--- config.mk ---
export PLATFORM = sky130hd
export DESIGN_NAME = xmm_muldiv_unit_flat
export DESIGN_NICKNAME = d
export VERILOG_FILES = /design/src/rtl/xmm_fixed_pkg.sv /design/src/rtl/xmm_muldiv_unit_if.sv /design/src/rtl/xmm_fixed_saturate.sv /design/src/rtl/xmm_muldiv_unit.sv /design/src/flat_wrapper.sv
export SDC_FILE = /design/constraint.sdc
export NUM_CORES = 2
export LEC_CHECK = 0
export ABC_CLOCK_PERIOD_IN_PS = 11500
export CAP_MARGIN = 40
export CORE_UTILIZATION = 30
export CTS_CLUSTER_DIAMETER = 60
export DETAILED_ROUTE_END_ITERATION = 10
export GPL_ROUTABILITY_DRIVEN = 0
export SLEW_MARGIN = 5
export SYNTH_ARGS = -nofsm -noshare
export SYNTH_HDL_FRONTEND = slang
export SYNTH_HIERARCHICAL = 1
export SYNTH_SLANG_ARGS = --single-unit
--- constraint.sdc ---
create_clock -name clk -period 11.5 [get_ports clk]
set_input_delay 1.15 -clock clk [delete_from_list [all_inputs] [get_ports clk]]
set_output_delay 1.15 -clock clk [all_outputs]
set_load 0.01 [all_outputs]
--- src/rtl/xmm_fixed_pkg.sv ---
// Shared q15.48 constants, op encoding and FSM states for the XMM fixed-point units.
package xmm_fixed_pkg;

    localparam int XMM_W    = 64;
    localparam int XMM_FRAC = 48;

    localparam logic [XMM_W-1:0] XMM_MAX = 64'h7FFF_FFFF_FFFF_FFFF;
    localparam logic [XMM_W-1:0] XMM_MIN = 64'h8000_0000_0000_0000;

    localparam logic XMM_OP_MUL = 1'b0;
    localparam logic XMM_OP_DIV = 1'b1;

    localparam int MUL_ITERS = 64;
    localparam int DIV_ITERS = 112;

    typedef enum logic [1:0] {
        ST_IDLE = 2'd0,
        ST_RUN  = 2'd1,
        ST_DONE = 2'd2
    } xmm_state_e;

    function automatic logic [XMM_W-1:0] xmm_abs(input logic [XMM_W-1:0] v);
        return v[XMM_W-1] ? (~v + 1'b1) : v;
    endfunction

endpackage

--- src/rtl/xmm_muldiv_unit_if.sv ---
// Issue/write-back bundle between the XMM register file and the mul/div unit.
interface xmm_muldiv_unit_if;
    import xmm_fixed_pkg::*;

    logic             start;
    logic             op;
    logic [XMM_W-1:0] src_a;
    logic [XMM_W-1:0] src_b;
    logic [4:0]       dst_addr;
    logic             flush;
    logic             busy;
    logic             wb_en;
    logic [4:0]       wb_addr;
    logic [XMM_W-1:0] wb_data;
    logic             ovf;
    logic             dz;

    modport master (
        output start, op, src_a, src_b, dst_addr, flush,
        input  busy, wb_en, wb_addr, wb_data, ovf, dz
    );

    modport slave (
        input  start, op, src_a, src_b, dst_addr, flush,
        output busy, wb_en, wb_addr, wb_data, ovf, dz
    );

endinterface

--- src/rtl/xmm_fixed_saturate.sv ---
// Applies a sign to an unsigned magnitude and clamps to q15.48; purely combinational.
module xmm_fixed_saturate
    import xmm_fixed_pkg::*;
#(
    parameter int MAG_W = 128
) (
    input  logic [MAG_W-1:0] mag_i,
    input  logic             neg_i,
    output logic [XMM_W-1:0] data_o,
    output logic             ovf_o
);

    logic             hi_nz;
    logic [XMM_W-1:0] low;

    always_comb begin
        hi_nz = |mag_i[MAG_W-1:XMM_W];
        low   = mag_i[XMM_W-1:0];
        if (!neg_i) begin
            ovf_o  = hi_nz | low[XMM_W-1];
            data_o = ovf_o ? XMM_MAX : low;
        end else begin
            // 2^63 negates exactly to MIN, so only magnitudes beyond it clamp
            ovf_o  = hi_nz | (low[XMM_W-1] & (|low[XMM_W-2:0]));
            data_o = ovf_o ? XMM_MIN : (~low + 1'b1);
        end
    end

endmodule

--- src/rtl/xmm_muldiv_unit.sv ---
// Iterative signed q15.48 multiply (64 cycles) / restoring divide (112 cycles, 1 for div-by-zero).
// Single operation in flight; start while busy is dropped, flush aborts without write-back.
module xmm_muldiv_unit
    import xmm_fixed_pkg::*;
#(
    parameter int FRAC_BITS = XMM_FRAC
) (
    input  logic              clk,
    input  logic              reset,
    xmm_muldiv_unit_if.slave  bus
);

    localparam int PW = 2 * XMM_W;
    localparam int QW = XMM_W + FRAC_BITS;

    xmm_state_e       state_q;
    logic             op_q, sign_q, divz_q;
    logic [4:0]       addr_q;
    logic [6:0]       cnt_q;
    logic [XMM_W-1:0] a_mag_q, b_mag_q;
    logic [PW-1:0]    prod_q, prod_d;
    logic [XMM_W-1:0] rem_q, rem_d;
    logic [QW-1:0]    quo_q, quo_d;

    logic             busy_q, wb_en_q, ovf_q, dz_q;
    logic [4:0]       wb_addr_q;
    logic [XMM_W-1:0] wb_data_q;

    logic [XMM_W-1:0] a_abs, b_abs;
    logic             start_dz;
    logic [XMM_W:0]   mul_sum, div_trial;
    logic [6:0]       iters_last;
    logic [PW-1:0]    sat_mag;
    logic [XMM_W-1:0] sat_data;
    logic             sat_ovf;

    always_comb begin
        a_abs    = xmm_abs(bus.src_a);
        b_abs    = xmm_abs(bus.src_b);
        start_dz = (bus.op == XMM_OP_DIV) && (bus.src_b == '0);

        // Shift-add: multiplier sits in the low half and drains out LSB first
        mul_sum = {1'b0, prod_q[PW-1:XMM_W]} + (prod_q[0] ? {1'b0, a_mag_q} : '0);
        prod_d  = {mul_sum, prod_q[XMM_W-1:1]};

        // Remainder stays below the divisor, so the 64-bit subtract cannot wrap
        div_trial = {rem_q, quo_q[QW-1]};
        if (div_trial >= {1'b0, b_mag_q}) begin
            rem_d = div_trial[XMM_W-1:0] - b_mag_q;
            quo_d = {quo_q[QW-2:0], 1'b1};
        end else begin
            rem_d = div_trial[XMM_W-1:0];
            quo_d = {quo_q[QW-2:0], 1'b0};
        end

        iters_last = (op_q == XMM_OP_DIV) ? 7'(DIV_ITERS - 1) : 7'(MUL_ITERS - 1);
        sat_mag    = (op_q == XMM_OP_DIV) ? {{(PW-QW){1'b0}}, quo_d} : (prod_d >> FRAC_BITS);
    end

    xmm_fixed_saturate #(.MAG_W(PW)) u_sat (
        .mag_i  (sat_mag),
        .neg_i  (sign_q),
        .data_o (sat_data),
        .ovf_o  (sat_ovf)
    );

    always_ff @(posedge clk) begin
        if (!reset) begin
            state_q   <= ST_IDLE;
            op_q      <= 1'b0;
            sign_q    <= 1'b0;
            divz_q    <= 1'b0;
            addr_q    <= '0;
            cnt_q     <= '0;
            a_mag_q   <= '0;
            b_mag_q   <= '0;
            prod_q    <= '0;
            rem_q     <= '0;
            quo_q     <= '0;
            busy_q    <= 1'b0;
            wb_en_q   <= 1'b0;
            wb_addr_q <= '0;
            wb_data_q <= '0;
            ovf_q     <= 1'b0;
            dz_q      <= 1'b0;
        end else begin
            case (state_q)
                ST_IDLE, ST_DONE: begin
                    wb_en_q <= 1'b0;
                    if (bus.start) begin
                        // Div-by-zero takes one RUN cycle without raising busy
                        state_q <= ST_RUN;
                        busy_q  <= !start_dz;
                        divz_q  <= start_dz;
                        op_q    <= bus.op;
                        addr_q  <= bus.dst_addr;
                        sign_q  <= bus.src_a[XMM_W-1] ^ bus.src_b[XMM_W-1];
                        a_mag_q <= a_abs;
                        b_mag_q <= b_abs;
                        cnt_q   <= '0;
                        prod_q  <= {{XMM_W{1'b0}}, b_abs};
                        rem_q   <= '0;
                        quo_q   <= {a_abs, {FRAC_BITS{1'b0}}};
                    end else begin
                        state_q <= ST_IDLE;
                    end
                end
                ST_RUN: begin
                    if (bus.flush) begin
                        state_q <= ST_IDLE;
                        busy_q  <= 1'b0;
                    end else begin
                        cnt_q <= cnt_q + 7'd1;
                        if (op_q == XMM_OP_DIV) begin
                            rem_q <= rem_d;
                            quo_q <= quo_d;
                        end else begin
                            prod_q <= prod_d;
                        end
                        if (divz_q || (cnt_q == iters_last)) begin
                            state_q   <= ST_DONE;
                            busy_q    <= 1'b0;
                            wb_en_q   <= 1'b1;
                            wb_addr_q <= addr_q;
                            // With B = 0 the sign register holds sign(A)
                            wb_data_q <= divz_q ? (sign_q ? XMM_MIN : XMM_MAX) : sat_data;
                            ovf_q     <= divz_q ? 1'b0 : sat_ovf;
                            dz_q      <= divz_q;
                        end
                    end
                end
                default: begin
                    state_q <= ST_IDLE;
                    busy_q  <= 1'b0;
                    wb_en_q <= 1'b0;
                end
            endcase
        end
    end

    assign bus.busy    = busy_q;
    assign bus.wb_en   = wb_en_q;
    assign bus.wb_addr = wb_addr_q;
    assign bus.wb_data = wb_data_q;
    assign bus.ovf     = ovf_q;
    assign bus.dz      = dz_q;

endmodule

--- src/flat_wrapper.sv ---
// flat-port wrapper written by rule: the top's interface ports become plain ports
module xmm_muldiv_unit_flat import xmm_fixed_pkg::*;
#(
    parameter int FRAC_BITS = XMM_FRAC
)
  (clk, reset, bus_start, bus_op, bus_src_a, bus_src_b, bus_dst_addr, bus_flush, bus_busy, bus_wb_en, bus_wb_addr, bus_wb_data, bus_ovf, bus_dz);
  xmm_muldiv_unit_if bus_i ();
  input  logic clk;
  input  logic reset;
  input wire logic [$bits(bus_i.start)-1:0] bus_start;
  input wire logic [$bits(bus_i.op)-1:0] bus_op;
  input wire logic [$bits(bus_i.src_a)-1:0] bus_src_a;
  input wire logic [$bits(bus_i.src_b)-1:0] bus_src_b;
  input wire logic [$bits(bus_i.dst_addr)-1:0] bus_dst_addr;
  input wire logic [$bits(bus_i.flush)-1:0] bus_flush;
  output wire logic [$bits(bus_i.busy)-1:0] bus_busy;
  output wire logic [$bits(bus_i.wb_en)-1:0] bus_wb_en;
  output wire logic [$bits(bus_i.wb_addr)-1:0] bus_wb_addr;
  output wire logic [$bits(bus_i.wb_data)-1:0] bus_wb_data;
  output wire logic [$bits(bus_i.ovf)-1:0] bus_ovf;
  output wire logic [$bits(bus_i.dz)-1:0] bus_dz;
  assign bus_i.start = bus_start;
  assign bus_i.op = bus_op;
  assign bus_i.src_a = bus_src_a;
  assign bus_i.src_b = bus_src_b;
  assign bus_i.dst_addr = bus_dst_addr;
  assign bus_i.flush = bus_flush;
  assign bus_busy = bus_i.busy;
  assign bus_wb_en = bus_i.wb_en;
  assign bus_wb_addr = bus_i.wb_addr;
  assign bus_wb_data = bus_i.wb_data;
  assign bus_ovf = bus_i.ovf;
  assign bus_dz = bus_i.dz;
  xmm_muldiv_unit #(.FRAC_BITS(FRAC_BITS)) u_core (.clk(clk), .reset(reset), .bus(bus_i));
endmodule
==> metrics <==
outcome finished, final reports clean; Max Clock Freq between 100 and 150 MHz; Die Footprint around 110000 um^2; share of the synthesized area in the top cell type 31.1%; Static Leak about 15 nW; Worst Clk Skew 0.0382 ns; clock root buffer clkbuf_16; via count around 33000; synthesized cell area 33600 um^2; final setup violating endpoints 0; Power, Total 5.04 mW; fraction of registers with async set/reset 0%; Tightest Pin Transition 1.00 ns; Slew headroom around 32%; max-slew violations 0; post-route insts no fill about 6100; final wirelength about 120000 um; post-layout util 35.5%; Worst Hold Class reg2reg; I/O Buffers 210; Die Width about 340 um; worst setup margin 4.26 ns; count leader, synth nand2_1; met2 wire length approximately 55000 um; largest area contributor in the netlist dfxtp_1; dominant cells by area after synthesis dfxtp_1 31%, nand2_1 7.0%, a21oi_1 6.1%, o21ai_0 5.2%, ha_1 4.9%; Synth Flop Type dfxtp_1; Hold Violations, Final 0; Via density 5.47; post-route antenna net violation count 0; grt total ovfl 0; Synthesis Warnings 6; met3 wire length 7050 um; Post-synth top cells 627 x nand2_1, 522 x dfxtp_1, 409 x a21oi_1; Clock Latency Late Sink 0.62 ns; RSZ-0062 raised after global routing no; Std-Cell Rows 122; Post-Route M1 WL 52500 um; number of synthesized flops with an enable pin 0; clock-pin transition on the worst setup and hold timing paths 0.06 ns; post-CTS setup buffers 0; Fin Setup TNS 0 ns; DR WL/cell 19.4 um; Max FO, Critical Path 47; core area 111000 um^2; Seq cells post-synth around 520; clock tree buffer depth 3; Post-Place Setup Slack between 4 and 5 ns; number of buffers created by CTS 67; first-pass GRT wire length 182000 um; TritonCTS clock tree yes; Avg Cell Area, Syn 7.38 um^2; Seq/Total Area, Yosys between 30% and 40%; fin crit period 7.24 ns; Worst setup SP type flip-flop; CP Capture Type flip-flop; largest net degree at the start of global routing 97; WS Path Type reg2reg; Sink Count 522; dpl cells ~6000; Post-DP HPWL between 80000 and 90000 um; floorplan die height 337 um; number of global-route vias before repair about 31000; drt first-iter violations 3074; layout cell share with drive strength beyond 1 5.63%; Layout area overhead 17.3%; DRC violations left 0; top layer used by detailed routing met5; ANT cells 0; total track usage 20.2%; initial antenna violation count 3; Syn Inst Count 4548; PD cells 128 nW/um^2; DRT Pass-1 Iters 5; Initial Utilization 30.3%; post-synth cell types 89; htree depth 3; post_cts resized 0; max_cap viols 0; worst path required time between 10 and 15 ns; critical path arrival 7.76 ns; Final nets around 5000; worst vdd ir approximately 0.0001 V; # IOs 211; # hold bufs at CTS 0; post-route clock period utilization 63.0%
## registers in the layout, indices dropped and copies added, names as in the netlist
| signal | count |
|---|---|
| u_core/a_mag_q | 64 |
| u_core/cnt_q | 7 |
| u_core/state_q | 2 |
| u_core/op_q | 1 |
| u_core/bus.wb_en | 1 |
| u_core/quo_q | 112 |
| u_core/bus.dz | 1 |
| u_core/sign_q | 1 |
| u_core/rem_q | 64 |
| u_core/addr_q | 5 |
| u_core/bus.wb_data | 64 |
| u_core/bus.busy | 1 |
| u_core/bus.wb_addr | 5 |
| u_core/divz_q | 1 |
| u_core/b_mag_q | 64 |
| u_core/prod_q | 128 |
| u_core/bus.ovf | 1 |
## metal layers
| metal | vias to the layer above | global-route usage (%) |
|---|---|---|
| li1 | 16400 | - |
| met1 | 15900 | 26.5 |
| met2 | 981 | 33.6 |
| met3 | 205 | 3.06 |
| met4 | 4 | 6.83 |
| met5 | - | 0.383 |
## logic make-up after synthesis
family	count (synthesis)	synth area share [%]
flops	522	31.1
simple gates	1784	25.3
compound gates	1369	25.6
mux	45	1.41
fa+ha+maj	134	5.04
buf+inv	448	5.10
other cells	1	0.0112
xor+xnor	245	6.39
## worst paths after layout
| kind | endpoint | start | slack [ns] | depth (start not counted) |
|---|---|---|---|---|
| worst max-delay path | u_core/bus.wb_data[8] | u_core/prod_q[0] | 4.26 | 22 |
| worst min-delay path | u_core/a_mag_q[58] | u_core/a_mag_q[58] | 0.44 | 2 |
| worst max register to register | u_core/bus.wb_data[8] | u_core/prod_q[0] | 4.26 | 22 |
| worst min register to register | u_core/a_mag_q[58] | u_core/a_mag_q[58] | 0.44 | 2 |
## cell type report
class	count	area (um^2)
inverters	124	473
repair buffers	281	2740
multi-input cells	3593	21600
clock buffers	88	1860
clock inverters	32	395
flip-flops and latches	522	10500
well taps	1488	1860
fillers	11800	71400
## metrics by stage
step	instance area, um^2	hold slack (ns)
floorplan	33600	0.414
global route	39400	0.462
detailed placement	37100	0.431
CTS	39400	0.444
finish	39400	0.439
global placement	36800	0.424
## report_power, final
group | leakage [nW] | total, mW | internal, mW | switching [mW]
logic | 9.64 | 0.930 | 0.317 | 0.612
registers | 4.26 | 1.96 | 1.89 | 0.0627
clock network | 1.09 | 2.16 | 1.29 | 0.871
total | 15.0 | 5.04 | 3.50 | 1.55
## worst max-delay path, stage by stage, from the launching register on
cell and delay, ns:
dfxtp_2 0.55, buf_12 0.25, and2_1 0.16, ha_1 0.27, and3_1 0.24, a32o_1 0.26, a31oi_1 0.40, nor4_1 0.15
o31ai_1 0.70, o22ai_1 0.31, or3_1 0.44, a31oi_1 0.22, xor2_1 0.24, o21ai_0 0.11, nor4_1 0.27, nand2_1 0.08
nor3_1 0.66, and2_1 0.45, a21oi_4 0.24, buf_4 0.33, a2111oi_0 0.40, nand2b_1 0.10, a311oi_1 0.26
## layout by cell type, fill, tap and decap left out, types with 72 or more instances in the layout
cell type,netlist,layout
ha_1,132,132
inv_1,124,123
clkdlybuf4s50_1,0,208
o21ai_0,347,347
nand2b_1,101,98
nor3_1,110,109
nor2_1,392,386
and2_1,109,109
a21o_1,73,72
a311oi_1,82,82
xor2_1,116,116
dfxtp_1,522,518
nand2_1,627,625
nand3_1,144,143
xnor2_1,129,129
a21oi_1,409,407
Power figures use the tool's default switching activity.
